[config.mk]
export PLATFORM = sky130hd
export DESIGN_NAME = silife_step_ctrl
export DESIGN_NICKNAME = d
export VERILOG_FILES = /design/src/rtl/silife_step_ctrl.sv
export SDC_FILE = /design/constraint.sdc
export NUM_CORES = 1
export LEC_CHECK = 0
export ABC_CLOCK_PERIOD_IN_PS = 5900
export BUFFER_PORTS_ARGS = -buffer_cell sky130_fd_sc_hd__clkbuf_2
export CORE_MARGIN = 2
export CORE_UTILIZATION = 55
export DETAILED_ROUTE_END_ITERATION = 8
export PLACE_DENSITY_LB_ADDON = 0.05
export RECOVER_POWER = 50
export SLEW_MARGIN = 5
export SYNTH_ARGS = -nofsm -noshare
export SYNTH_HDL_FRONTEND = slang
export SYNTH_SLANG_ARGS = --single-unit
[constraint.sdc]
create_clock -name clk -period 5.9 [get_ports clk]
set_clock_uncertainty 0.2 [all_clocks]
set_input_delay 0.59 -clock clk [delete_from_list [all_inputs] [get_ports clk]]
set_output_delay 0.59 -clock clk [all_outputs]
set_load 0.05 [all_outputs]
[src/rtl/silife_step_ctrl.sv]
// Wishbone register block for the Game of Life engine: schedules generation
// steps (pulse, free-run, timed, N-step burst) and holds MAX7219 display settings.
module silife_step_ctrl #(
    parameter int NUM_DISPLAYS = 1,
    parameter int GEN_WIDTH    = 16,
    parameter int PERIOD_WIDTH = 24,
    parameter int BURST_WIDTH  = 16
) (
    input  logic                      clk,
    input  logic                      reset,
    input  logic                      i_wb_cyc,
    input  logic                      i_wb_stb,
    input  logic                      i_wb_we,
    input  logic [31:0]               i_wb_addr,
    input  logic [31:0]               i_wb_data,
    output logic                      o_wb_ack,
    output logic [31:0]               o_wb_data,
    output logic                      o_step,
    output logic [NUM_DISPLAYS-1:0]   o_disp_enable,
    output logic [4*NUM_DISPLAYS-1:0] o_disp_brightness,
    output logic                      o_irq
);
    localparam logic [7:0] ADDR_CTRL    = 8'h00;
    localparam logic [7:0] ADDR_DISP_EN = 8'h04;
    localparam logic [7:0] ADDR_BRIGHT  = 8'h08;
    localparam logic [7:0] ADDR_PERIOD  = 8'h0C;
    localparam logic [7:0] ADDR_BURST   = 8'h10;
    localparam logic [7:0] ADDR_GEN     = 8'h14;
    localparam logic [7:0] ADDR_STATUS  = 8'h18;

    logic                      ack_reg, ack_next;
    logic [31:0]               rdata_reg, rdata_next;
    logic                      step_reg, step_next;
    logic                      irq_reg, irq_next;
    logic                      run_reg, run_next;
    logic                      timed_reg, timed_next;
    logic                      irq_en_reg, irq_en_next;
    logic                      pulse_req_reg, pulse_req_next;
    logic                      irq_pending_reg, irq_pending_next;
    logic [PERIOD_WIDTH-1:0]   period_reg, period_next;
    logic [PERIOD_WIDTH-1:0]   timer_reg, timer_next;
    logic [BURST_WIDTH-1:0]    burst_reg, burst_next;
    logic [GEN_WIDTH-1:0]      gen_reg, gen_next;
    logic [NUM_DISPLAYS-1:0]   disp_en_reg, disp_en_next;
    logic [4*NUM_DISPLAYS-1:0] bright_reg, bright_next;

    logic        accept, wr_en;
    logic [7:0]  offset;
    logic        wr_ctrl, wr_disp_en, wr_bright, wr_period, wr_burst, wr_gen, wr_status;
    logic        want, busy, fire, burst_done;
    logic [31:0] rd_mux;
    logic        unused_bits;

    // Holding ack for one cycle masks the still-asserted strobe, so a held
    // request is taken at most every other cycle.
    assign accept = i_wb_cyc & i_wb_stb & ~ack_reg;
    assign wr_en  = accept & i_wb_we;
    assign offset = i_wb_addr[7:0];

    assign wr_ctrl    = wr_en && (offset == ADDR_CTRL);
    assign wr_disp_en = wr_en && (offset == ADDR_DISP_EN);
    assign wr_bright  = wr_en && (offset == ADDR_BRIGHT);
    assign wr_period  = wr_en && (offset == ADDR_PERIOD);
    assign wr_burst   = wr_en && (offset == ADDR_BURST);
    assign wr_gen     = wr_en && (offset == ADDR_GEN);
    assign wr_status  = wr_en && (offset == ADDR_STATUS);

    assign want = run_reg | (burst_reg != '0) | pulse_req_reg;
    assign busy = want;
    assign fire = want & (~timed_reg | (timer_reg == '0));
    // A BURST write landing on the final decrement replaces the count, so it is not a completion.
    assign burst_done = fire && (burst_reg == BURST_WIDTH'(1)) && !wr_burst;

    assign unused_bits = &{1'b0, i_wb_addr[31:8], i_wb_data};

    always_comb begin
        rd_mux = '0;
        case (offset)
            ADDR_CTRL:    rd_mux[4:0] = {busy, irq_en_reg, timed_reg, 1'b0, run_reg};
            ADDR_DISP_EN: rd_mux[NUM_DISPLAYS-1:0] = disp_en_reg;
            ADDR_BRIGHT:  rd_mux[4*NUM_DISPLAYS-1:0] = bright_reg;
            ADDR_PERIOD:  rd_mux[PERIOD_WIDTH-1:0] = period_reg;
            ADDR_BURST:   rd_mux[BURST_WIDTH-1:0] = burst_reg;
            ADDR_GEN:     rd_mux[GEN_WIDTH-1:0] = gen_reg;
            ADDR_STATUS:  rd_mux[0] = irq_pending_reg;
            default:      rd_mux = '0;
        endcase
    end

    always_comb begin
        ack_next         = accept;
        rdata_next       = (accept && !i_wb_we) ? rd_mux : '0;
        step_next        = fire;
        irq_next         = irq_pending_reg & irq_en_reg;
        run_next         = run_reg;
        timed_next       = timed_reg;
        irq_en_next      = irq_en_reg;
        pulse_req_next   = pulse_req_reg;
        irq_pending_next = irq_pending_reg;
        period_next      = period_reg;
        timer_next       = '0;
        burst_next       = burst_reg;
        gen_next         = gen_reg;
        disp_en_next     = disp_en_reg;
        bright_next      = bright_reg;

        if (wr_ctrl) begin
            run_next    = i_wb_data[0];
            timed_next  = i_wb_data[2];
            irq_en_next = i_wb_data[3];
        end
        // A fresh pulse request beats the clear from a step issued on the same edge.
        if (wr_ctrl && i_wb_data[1]) begin
            pulse_req_next = 1'b1;
        end else if (fire) begin
            pulse_req_next = 1'b0;
        end

        if (timed_reg && want) begin
            timer_next = (timer_reg == '0) ? period_reg : timer_reg - PERIOD_WIDTH'(1);
        end

        if (wr_burst) begin
            burst_next = i_wb_data[BURST_WIDTH-1:0];
        end else if (fire && (burst_reg != '0)) begin
            burst_next = burst_reg - BURST_WIDTH'(1);
        end

        if (wr_gen) begin
            gen_next = i_wb_data[GEN_WIDTH-1:0];
        end else if (fire) begin
            gen_next = gen_reg + GEN_WIDTH'(1);
        end

        if (burst_done) begin
            irq_pending_next = 1'b1;
        end else if (wr_status && i_wb_data[0]) begin
            irq_pending_next = 1'b0;
        end

        if (wr_period)  period_next  = i_wb_data[PERIOD_WIDTH-1:0];
        if (wr_disp_en) disp_en_next = i_wb_data[NUM_DISPLAYS-1:0];
        if (wr_bright)  bright_next  = i_wb_data[4*NUM_DISPLAYS-1:0];
    end

    always_ff @(posedge clk) begin
        if (reset) begin
            ack_reg         <= 1'b0;
            rdata_reg       <= '0;
            step_reg        <= 1'b0;
            irq_reg         <= 1'b0;
            run_reg         <= 1'b0;
            timed_reg       <= 1'b0;
            irq_en_reg      <= 1'b0;
            pulse_req_reg   <= 1'b0;
            irq_pending_reg <= 1'b0;
            period_reg      <= '0;
            timer_reg       <= '0;
            burst_reg       <= '0;
            gen_reg         <= '0;
            disp_en_reg     <= '0;
            bright_reg      <= {NUM_DISPLAYS{4'hF}};
        end else begin
            ack_reg         <= ack_next;
            rdata_reg       <= rdata_next;
            step_reg        <= step_next;
            irq_reg         <= irq_next;
            run_reg         <= run_next;
            timed_reg       <= timed_next;
            irq_en_reg      <= irq_en_next;
            pulse_req_reg   <= pulse_req_next;
            irq_pending_reg <= irq_pending_next;
            period_reg      <= period_next;
            timer_reg       <= timer_next;
            burst_reg       <= burst_next;
            gen_reg         <= gen_next;
            disp_en_reg     <= disp_en_next;
            bright_reg      <= bright_next;
        end
    end

    assign o_wb_ack  = ack_reg;
    assign o_wb_data = rdata_reg;
    assign o_step    = step_reg;
    assign o_irq     = irq_reg;

    genvar gi;
    generate
        for (gi = 0; gi < NUM_DISPLAYS; gi++) begin : g_disp
            assign o_disp_enable[gi]             = disp_en_reg[gi];
            assign o_disp_brightness[4*gi +: 4]  = bright_reg[4*gi +: 4];
        end
    endgenerate
endmodule

# Yosys cells after proc, flatten, opt, wreduce, memory -nomap -nowiden
# Index checks and enable logic that the tools add are counted.
dict set report classes {
  n_eq_ne 7
  n_reduce_logical 26
  mux 13
  bitwise_logic 13
  n_addsub 3
}
# operator n
set ops {}
lappend ops {{two-way mux 16 bit} 4}
lappend ops {{case mux 11 bit (3 select lines)} 1}
lappend ops {{== test 8 x 5 -> 1 bit (second input constant)} 3}
lappend ops {{logical NOT 24 bit} 1}
lappend ops {{two-way mux 24 bit} 1}
lappend ops {{subtractor 24 x 1 -> 24 bit (second input constant)} 1}
lappend ops {{adder 16 x 1 -> 16 bit (second input constant)} 1}
lappend ops {{== test 16 x 1 -> 1 bit (second input constant)} 1}
lappend ops {{== test 8 x 4 -> 1 bit (second input constant)} 2}
lappend ops {{nonzero test 16 bit} 1}
lappend ops {{subtractor 16 x 1 -> 16 bit (second input constant)} 1}
lappend ops {{case mux 3 bit (5 select lines)} 1}
lappend ops {{logical AND 1 bit} 14}
lappend ops {{== test 8 x 3 -> 1 bit (second input constant)} 1}
lappend ops {{logical NOT 8 bit} 1}
lappend ops {{nonzero test 2 bit} 4}
lappend ops {{case mux 1 bit (7 select lines)} 1}
lappend ops {{AND 1 bit} 5}
lappend ops {{inverter 1 bit} 5}
lappend ops {{two-way mux 1 bit} 4}
lappend ops {{case mux 1 bit (4 select lines)} 1}
lappend ops {{OR reduction 2 bit} 2}
lappend ops {{bitwise OR 1 bit} 3}
lappend ops {{OR reduction 3 bit} 1}
lappend ops {{logical NOT 1 bit} 2}
dict set report totals {
  register_bits 125
  output_inout_bits 40
}

# Longest topological paths before layout
# Gate-level depths: netlist (run 1).
dict set report depth {
  word_depth 7
  mapped_depth 9
  ltp_nobuf 7
}

# Least setup slack after synthesis (run 1)
# OpenSTA, ideal clock, no wires.
dict set report synth_path {
  kind {flip-flop to flip-flop}
  from {register timer_reg[2]}
  to {register timer_reg[10]}
  setup_time_ns 0.134
  setup_slack_ns 2.887
  path_stages_with_launch 10
  t_required_ns 5.566
  t_arrival_ns 2.679
  cell_sequence {dfxtp_1 or4_1 buf_2 or4_4 buf_2 or4_1 buf_2 clkbuf_1 nor2_1 a211oi_1}
}
dict set report synth_between {
  elab_chain_cells 2
}
# element line
set synth_lines {}
lappend synth_lines {{start, declared} 41} ;# logic [PERIOD_WIDTH-1:0] timer_reg, timer_next;
lappend synth_lines {{start signal, assigned} 174} ;# timer_reg <= timer_next;
lappend synth_lines {{subtractor 24 x 1 -> 24 bit / logical NOT 24 bit (equally long branches)} 120} ;# timer_next = (timer_reg == '0) ? period_reg : timer_reg - PERIOD_WIDTH'(1);
lappend synth_lines {{two-way mux 24 bit (*)} 120}
# Every way passes the cells marked *; elsewhere a longest branch is shown, timed or not.
# A chain may end at the register's enable or synchronous reset.

# Final worst setup path (run 1)
dict set report layout_path {
  from {input reset}
  to {register rdata_reg[6] (netlist: o_wb_data[6])}
}
dict set report layout_between {
  elab_chain_cells 1
}
# element line
set layout_lines {}
lappend layout_lines {{start, declared} 10} ;# input logic reset,
lappend layout_lines {{OR reduction 2 bit (no line)} --}
lappend layout_lines {{end signal, assigned} 165} ;# rdata_reg <= rdata_next;
lappend layout_lines {{end, declared} 32} ;# logic [31:0] rdata_reg, rdata_next;
# No other way between the ends.

==> summary by stage, run 1 <==
Worst setup path
For this design, the slowest cell found on the critical path is clkbuf_1. Counting stages on the worst path, the most repeated cell is clkbuf_1. The number of buffer and inverter stages on the critical path is 4. In this design, the largest share of critical-path delay is due to buffers and inverters. The signal on the critical path passes through clkbuf_1 > clkbuf_1 > nor4_1 > clkbuf_1 > o21ai_0 > clkbuf_1 > nor2_1. Along the worst path, the maximum fanout reaches 33. The startpoint type of the worst setup path is an input pin. The critical path is of the in2reg type. The endpoint type of the worst setup path is a flop. On the worst path, the slowest cell contributes a delay of 1150 ps. Data on the critical path arrives at its endpoint at 3990 ps. The critical path data required time is 6070 ps.

Yosys
After synthesis the netlist holds a flip-flop and latch count of 117. For this run, the leading register cell type out of synthesis is dfxtp_1. The number of different library cells used by synthesis comes to 52. The number of warning messages in the yosys log is 0. Synthesis handed over a netlist of 658 instances. A synthesized cell averages 8.28 µm².

The synthesized netlist occupies a cell area of 5450 µm². The sequential share of the synthesized area is 43.0%. Counting flops with a built-in enable in the synthesized netlist gives 0. Of all flip-flops after synthesis, the portion carrying an async set or reset was 0%.

Routing
The average routed wire per standard cell is 17.0 µm. The remaining design rule violation count is 0. Wires add up to 14600 µm. The initial detailed-routing violation count is 342. The number of nets still failing antenna checks after routing is 0.

The number of search-and-repair iterations in the first detailed-routing pass is 5. The mean number of vias per cell is 5.92. The detailed router placed 5087 vias in this run.

Flow run
Across the run, the number of max-cap violations was 1.

CTS
The H-tree was split into 4 levels. The clock tree from TritonCTS is done. The number of clock sinks is 117.

The maximum root-to-sink buffer count is 2. Buffers added to address setup during post-CTS repair amount to 0. The number of buffers inserted by hold repair at cts is 0.

Counting the buffers created by CTS gives 17. At the later pin of the worst-skew pair, clock insertion delay measures 520 ps. The number of gates resized after cts is 0. The cell at the root of the clock tree is clkbuf_8. The clock transition at the register clock pins on the worst setup and hold paths after CTS is 60 ps.

Final layout
The final core utilization is 66.1%. The number of antenna diodes is 0. The fraction of layout instances using a drive strength above 1 is 11.4%. The library cells used most frequently in the layout, excluding fill and tap cells, are 117 x dfxtp_1, 104 x nand2_1, 56 x nor2_1, 45 x a21oi_1, 37 x clkbuf_1. The most common cell after layout, fill and taps aside is dfxtp_1. The area growth from synthesis to layout is 17.5%. The net count reported at finish is 788.

Timing
The setup TNS is 0 ps. The number of hold violations in the final report was 0. The worst hold margin is 92.9 ps. The worst path needs 3820 ps of the cycle, external delays included. The peak clock frequency supported by timing is 262 MHz. The final count of pins violating max slew is 34. The final setup violation count is 0. The actual transition at the worst max-transition pin is 1630 ps. The share of the clock period used by the worst path after layout is 64.8%.

The relative max-transition margin is -8.76%. Setup slack on the critical path of the routed design comes to 2080 ps. Setup repair after global routing left no endpoint under its margin.

Power
The completed layout was analyzed and its total power is 2.52 mW. The total power density per cell area is 393 nW/µm². The switching fraction of total power is 29.4%. The relative contribution of the clock network to total power is 43.6%. Per report_power, the sequential group accounts for 37.1% of the total. The internal power of the cells is 1.78 mW.

The worst IR drop on VDD is 376 µV. The share of power burned in combinational logic is 19.3%. In this run the static leakage power is 2.42 nW. The power spent charging and discharging nets is 0.741 mW.

Floorplan
The die area is 10700 µm². The die outline height is 104 µm. The number of placed I/O pins is 109. The placement row count is 36. The die is 104 µm wide. The core outline area is 9680 µm². The starting density of the core is 56.3%.

Run status
The flow ran to the end, but the final reports show violations. The final reports fail on capacitance limit, slew limit.

Global route
The wire length of the first global-routing pass is 24200 µm. The global route total overflow is 0. The number of global-route vias before repair was 4878. Across every metal layer, demand over resource in global routing totals 28.1%. The number of antenna violations at the first check in global routing was 0. Entering global routing, the biggest net connects 36 pins.

Placement
The pre-CTS setup slack is 2330 ps. The sum of net half-perimeters after detailed placement is 10000 µm. The quantity of I/O buffers inserted on ports is 68. The final estimated routing congestion in global placement is 0.887.

Min path
The worst hold path belongs to the class in2reg.
[layout make-up]
| type | instances | area, µm² |
|---|---|---|
| Timing Repair Buffer | 77 | 352 |
| Multi-Input combinational cell | 492 | 2890 |
| Tap cell | 133 | 166 |
| Sequential cell | 117 | 2340 |
| Fill cell | 866 | 3280 |
| Clock inverter | 15 | 211 |
| Clock buffer | 17 | 414 |
| Inverter | 8 | 30.0 |
[path summary, 6_finish.rpt]
kind,start,end,slack (ps),cells after the start
setup / recovery,reset,o_wb_data[6],2080,7
hold reg to reg,timer_reg[0],timer_reg[0],260,1
hold / removal,i_wb_data[16],period_reg[16],90,3
setup reg to reg,burst_reg[4],timer_reg[11],2240,6
[per-layer routing]
| layer | GRT usage [%] | routed length [µm] |
|---|---|---|
| met1 | 38.0 | 6330 |
| met2 | 44.6 | 6850 |
| met3 | 6.17 | 1210 |
| met4 | 9.56 | 228 |
| met5 | 0 | 0 |
[power by group through the flow]
stage	clock, mW	combinational [mW]	sequential (mW)
floorplan	0	0.380	0.927
global placement	0	0.470	0.943
finish	1.10	0.485	0.934
CTS	1.11	0.483	0.931
global route	1.14	0.544	0.943
detailed placement	0	0.479	0.948
[tightest hold or removal path: stages]
cell	delay, ps
clkbuf_2	80
nand2_1	50
a21oi_1	50
[synthesized netlist by cell type, drive strengths merged (2+ instances only)]
cell	number	area (µm²)
o21ai	20	100
xnor2	15	131
and3	18	113
a21oi	45	225
nand2	104	390
ha	6	75.1
clkbuf	32	120
nand3b	7	52.6
a211oi	32	240
nor2	56	210
buf	16	109
a31oi	9	56.3
mux2i	3	30.0
nand3	24	120
dfxtp	117	2340
o31a	2	17.5
nor4	11	68.8
a222oi	3	30.0
or4	8	63.8
a211o	2	17.5
a22oi	16	120
or3	6	37.5
or2	4	25.0
and4b	2	20.0
xor2	28	245
nand4b	4	35.0
nand2b	5	31.3
nand4	10	77.6
nor3	20	100
inv	8	30.0
and4	3	26.3
and2	7	43.8
[logic make-up (layout without fill, tap and decap cells)]
kind of cell,after synthesis,in the layout,share of synthesized area [%]
and+or+nand+nor,291,291,26.3
AOI/OAI and AO/OA,140,140,16.8
DFF,117,117,43.0
buffers and inverters,56,117,4.75
xor gates and xnor gates,43,43,6.91
adders and majority gates,6,6,1.38
muxes,4,4,0.758
other,1,8,0.0688
[per-stage QoR]
stage	instance area [µm²]	cells
after floorplan	5480	665
after global placement	5840	827
after detailed placement	5840	827
after CTS	6460	859
after global routing	6400	859
final	6400	859
(Power assumes the default switching activity.)
==> run 2: changes to the inputs <==
--- a/config.mk
+++ b/config.mk
@@ -5,7 +5,7 @@
 export SDC_FILE = /design/constraint.sdc
 export NUM_CORES = 1
 export LEC_CHECK = 0
-export ABC_CLOCK_PERIOD_IN_PS = 5900
+export ABC_CLOCK_PERIOD_IN_PS = 3700
 export BUFFER_PORTS_ARGS = -buffer_cell sky130_fd_sc_hd__clkbuf_2
 export CORE_MARGIN = 2
 export CORE_UTILIZATION = 55
==> constraint.sdc (replaced) <==
create_clock -name clk -period 3.7 [get_ports clk]
set_clock_uncertainty 0.2 [all_clocks]
set_input_delay 0.37 -clock clk [delete_from_list [all_inputs] [get_ports clk]]
set_output_delay 0.37 -clock clk [all_outputs]
set_load 0.05 [all_outputs]
==> run 2 against run 1 <==
Effect of this change:
- the flow still finishes with violations (capacitance limit, slew limit)
- final cell count is 3.7% higher
- largest power group unchanged
- non-clock buffer count grew 32
- flip-flop and latch count unchanged
- critical endpoint is now burst_reg[8]
==> summary by stage, run 2 (synthesized netlist as in run 1, its figures left out) <==
Global route
The met2 track demand over resource in global routing came to 44.9% (+0.28 points). The global routing stage identified its most utilized layer as met2. The global route total overflow was 0 (unchanged). The global routing met1 resource utilization is 38.7% (+0.71 points).

The total routing usage reported by global routing is 28.9% (+0.88 points). The number of antenna violations at the first check in global routing is 0 (unchanged). The routing usage on met3 is 7.61% (+1.4 points). The number of global-route vias before repair was 4911 (+0.68%). The maximum number of pins on one net before global-route repair is 36 (unchanged). The wire length of the first global-routing pass came to 24700 µm (+1.8%).

Routing
The initial detailed-routing violation count is 389 (+14%). The wire length reported by the detailed router is 15100 µm (+3.4%). The number of search-and-repair iterations in the first detailed-routing pass is 5 (unchanged). The detailed-route via count is 5170 (+1.6%). The number of nets still failing antenna checks after routing is 0 (unchanged). The mean number of vias per cell is 5.80 (-2.0%). The average routed wire per standard cell is 17.0 µm (-0.33%).

The remaining design rule violation count is 0 (unchanged).

Timing
The final setup violation count was 0 (unchanged). The worst path uses 89.2% of the clock period. Setup repair after global routing left no endpoint under its margin. The minimum clock period is 3300 ps.

The number of hold violations in the final report was 0 (unchanged). The peak clock frequency supported by timing is 303 MHz. The final count of pins violating max slew is 34 (unchanged). The relative max-transition margin is -4.85% (+3.9 points).

The setup TNS was 0 ps (unchanged). The actual transition at the worst max-transition pin is 1570 ps (-58.7 ps).

Worst setup path
The top fanout value on the critical path came to 27 (-18%). The startpoint type of the worst setup path is a flop. The setup path with the least slack is of type reg2reg. The number of buffer and inverter stages on the critical path is 1 (-3). The longest individual stage delay on the worst path came to 670 ps (-480 ps). The worst path arrival time is 3530 ps (-460 ps).

The highest-delay cell along the critical path is or4_1. The critical path data required time was 3930 ps (-2140 ps). The critical path goes through or4_1 > or4_4 > o41ai_4 > buf_12 > nand4_4 > o211a_1 > o31ai_1. Broken down by cell family, the worst path's largest delay share belongs to simple AND/OR/NAND/NOR gates. The endpoint type of the worst setup path is a flop.

CTS
TritonCTS built the clock tree. The number of buffers inserted by hold repair at cts is 27 (+27). The tree is rooted in a clkbuf_8. The clock latency at the later pin of the worst-skew pair is 520 ps (about the same). The H-tree level count is 4 (unchanged). The maximum root-to-sink buffer count came to 2 (unchanged). The total setup buffers inserted after CTS is 0 (unchanged).

The clock buffer count from CTS was 17 (unchanged). The clock transition at the register clock pins on the worst setup and hold paths after CTS is 50 ps (about the same). The number of gates resized after cts is 0 (unchanged).

The number of clock sinks came to 117 (unchanged).

Final layout
Relative to the synthesized area, the layout overhead comes to 23.7%. The final instance count without filler cells came to 891 (+3.7%). The area occupied by multi-input gates is 2890 µm² (unchanged). The fill cell total of the finished layout came to 800 (-7.6%).

The fraction of layout instances using a drive strength above 1 was 11.2% (-0.22 points). In the layout the commonest cells are 117 x dfxtp_1, 104 x nand2_1, 56 x nor2_1, 45 x a21oi_1, 40 x clkbuf_1. The combined flip-flop and latch cell area came to 2340 µm² (unchanged). The number of antenna diodes is 0 (unchanged). Leaving out fill and tap cells, the most frequent cell in the layout is dfxtp_1. The net count reported at finish is 820 (+4.1%).

Placement
The number of cells after detailed placement is 832 (+0.60%). The quantity of I/O buffers inserted on ports is 68 (unchanged). The sum of net half-perimeters after detailed placement was 9830 µm (-1.6%). The final estimated routing congestion in global placement is 0.914 (+3.0%).

Run status
The final reports fail on capacitance limit, slew limit. The run finished, with violations left.

Floorplan
The number of placed I/O pins is 109 (unchanged). The die outline height was 104 µm (unchanged). The placement row count is 36 (unchanged).

The starting density of the core is 56.3% (unchanged). The horizontal die dimension is 104 µm (unchanged). The core outline area is 9680 µm² (unchanged). The die area came to 10700 µm² (unchanged).

Power
The total power density per cell area is 607 nW/µm² (+54%). The leakage power figure is 2.57 nW (+6.3%). The worst IR drop on VDD came to 528 µV (+41%).

Flow run
The reported max-cap violation count is 1 (unchanged).

Min path
The tightest min-delay check is of the in2reg type.
==> run 2: changes by cell type in the layout (fill, tap and decap cells not counted), moves of 2 or more <==
cell	change
clkbuf_2	-2
clkbuf_8	+3
clkinv_2	-3
clkinvlp_4	-2
clkbuf_1	+3
buf_4	+6
dlygate4sd3_1	+27
==> run 2: through the flow <==
step	hold slack [ps]	worst slack [ps]	power (mW)	instance area, µm²	util, %
after global placement	247	507	2.28	5890	60.8
final	115	399	4.09	6740	69.6
after CTS	89.8	421	4.09	6800	70.2
after floorplan	227	687	2.08	5480	-
after detailed placement	254	466	2.29	5890	60.8
after global routing	116	248	4.29	6740	69.6
==> run 2: final cells by class <==
type                            count  share of cell area (%)
Clock buffer                       23                    6.92
Clock inverter                      9                    2.56
Inverter                            8                   0.446
Multi-Input combinational cell    492                    42.8
Sequential cell                   117                    34.8
Tap cell                          133                    2.47
Timing Repair Buffer              109                    10.0
==> run 2: path summary, 6_finish.rpt <==
path / from / end / slack (ps) / cells after the start
setup / recovery: timer_reg[2] / burst_reg[8] / 400 / 7
hold / removal: i_wb_addr[3] / o_wb_data[0] / 110 / 3
setup reg to reg: timer_reg[2] / burst_reg[8] / 400 / 7
hold reg to reg: period_reg[9] / o_wb_data[9] / 270 / 2
==> run 2: where the power goes <==
| group | internal, mW | total, mW | switching [mW] |
|---|---|---|---|
| clock network | 1.21 | 1.77 | 0.557 |
| logic | 0.362 | 0.834 | 0.473 |
| registers | 1.36 | 1.49 | 0.126 |
| total | 2.93 | 4.09 | 1.16 |
==> run 2: tightest hold or removal path: cells and delay by family <==
| family | cells | cell delay [ps] |
|---|---|---|
| simple gates | 1 | 180 |
| buf+inv | 1 | 130 |
| compound gates | 1 | 100 |
==> run 2: metal layers <==
metal	vias up	wire [µm]	part of all wire [%]
met5	-	0	0
met4	0	289	1.9
met3	32	1120	7.4
met2	215	7130	47
met1	2418	6570	43
li1	2505	-	-
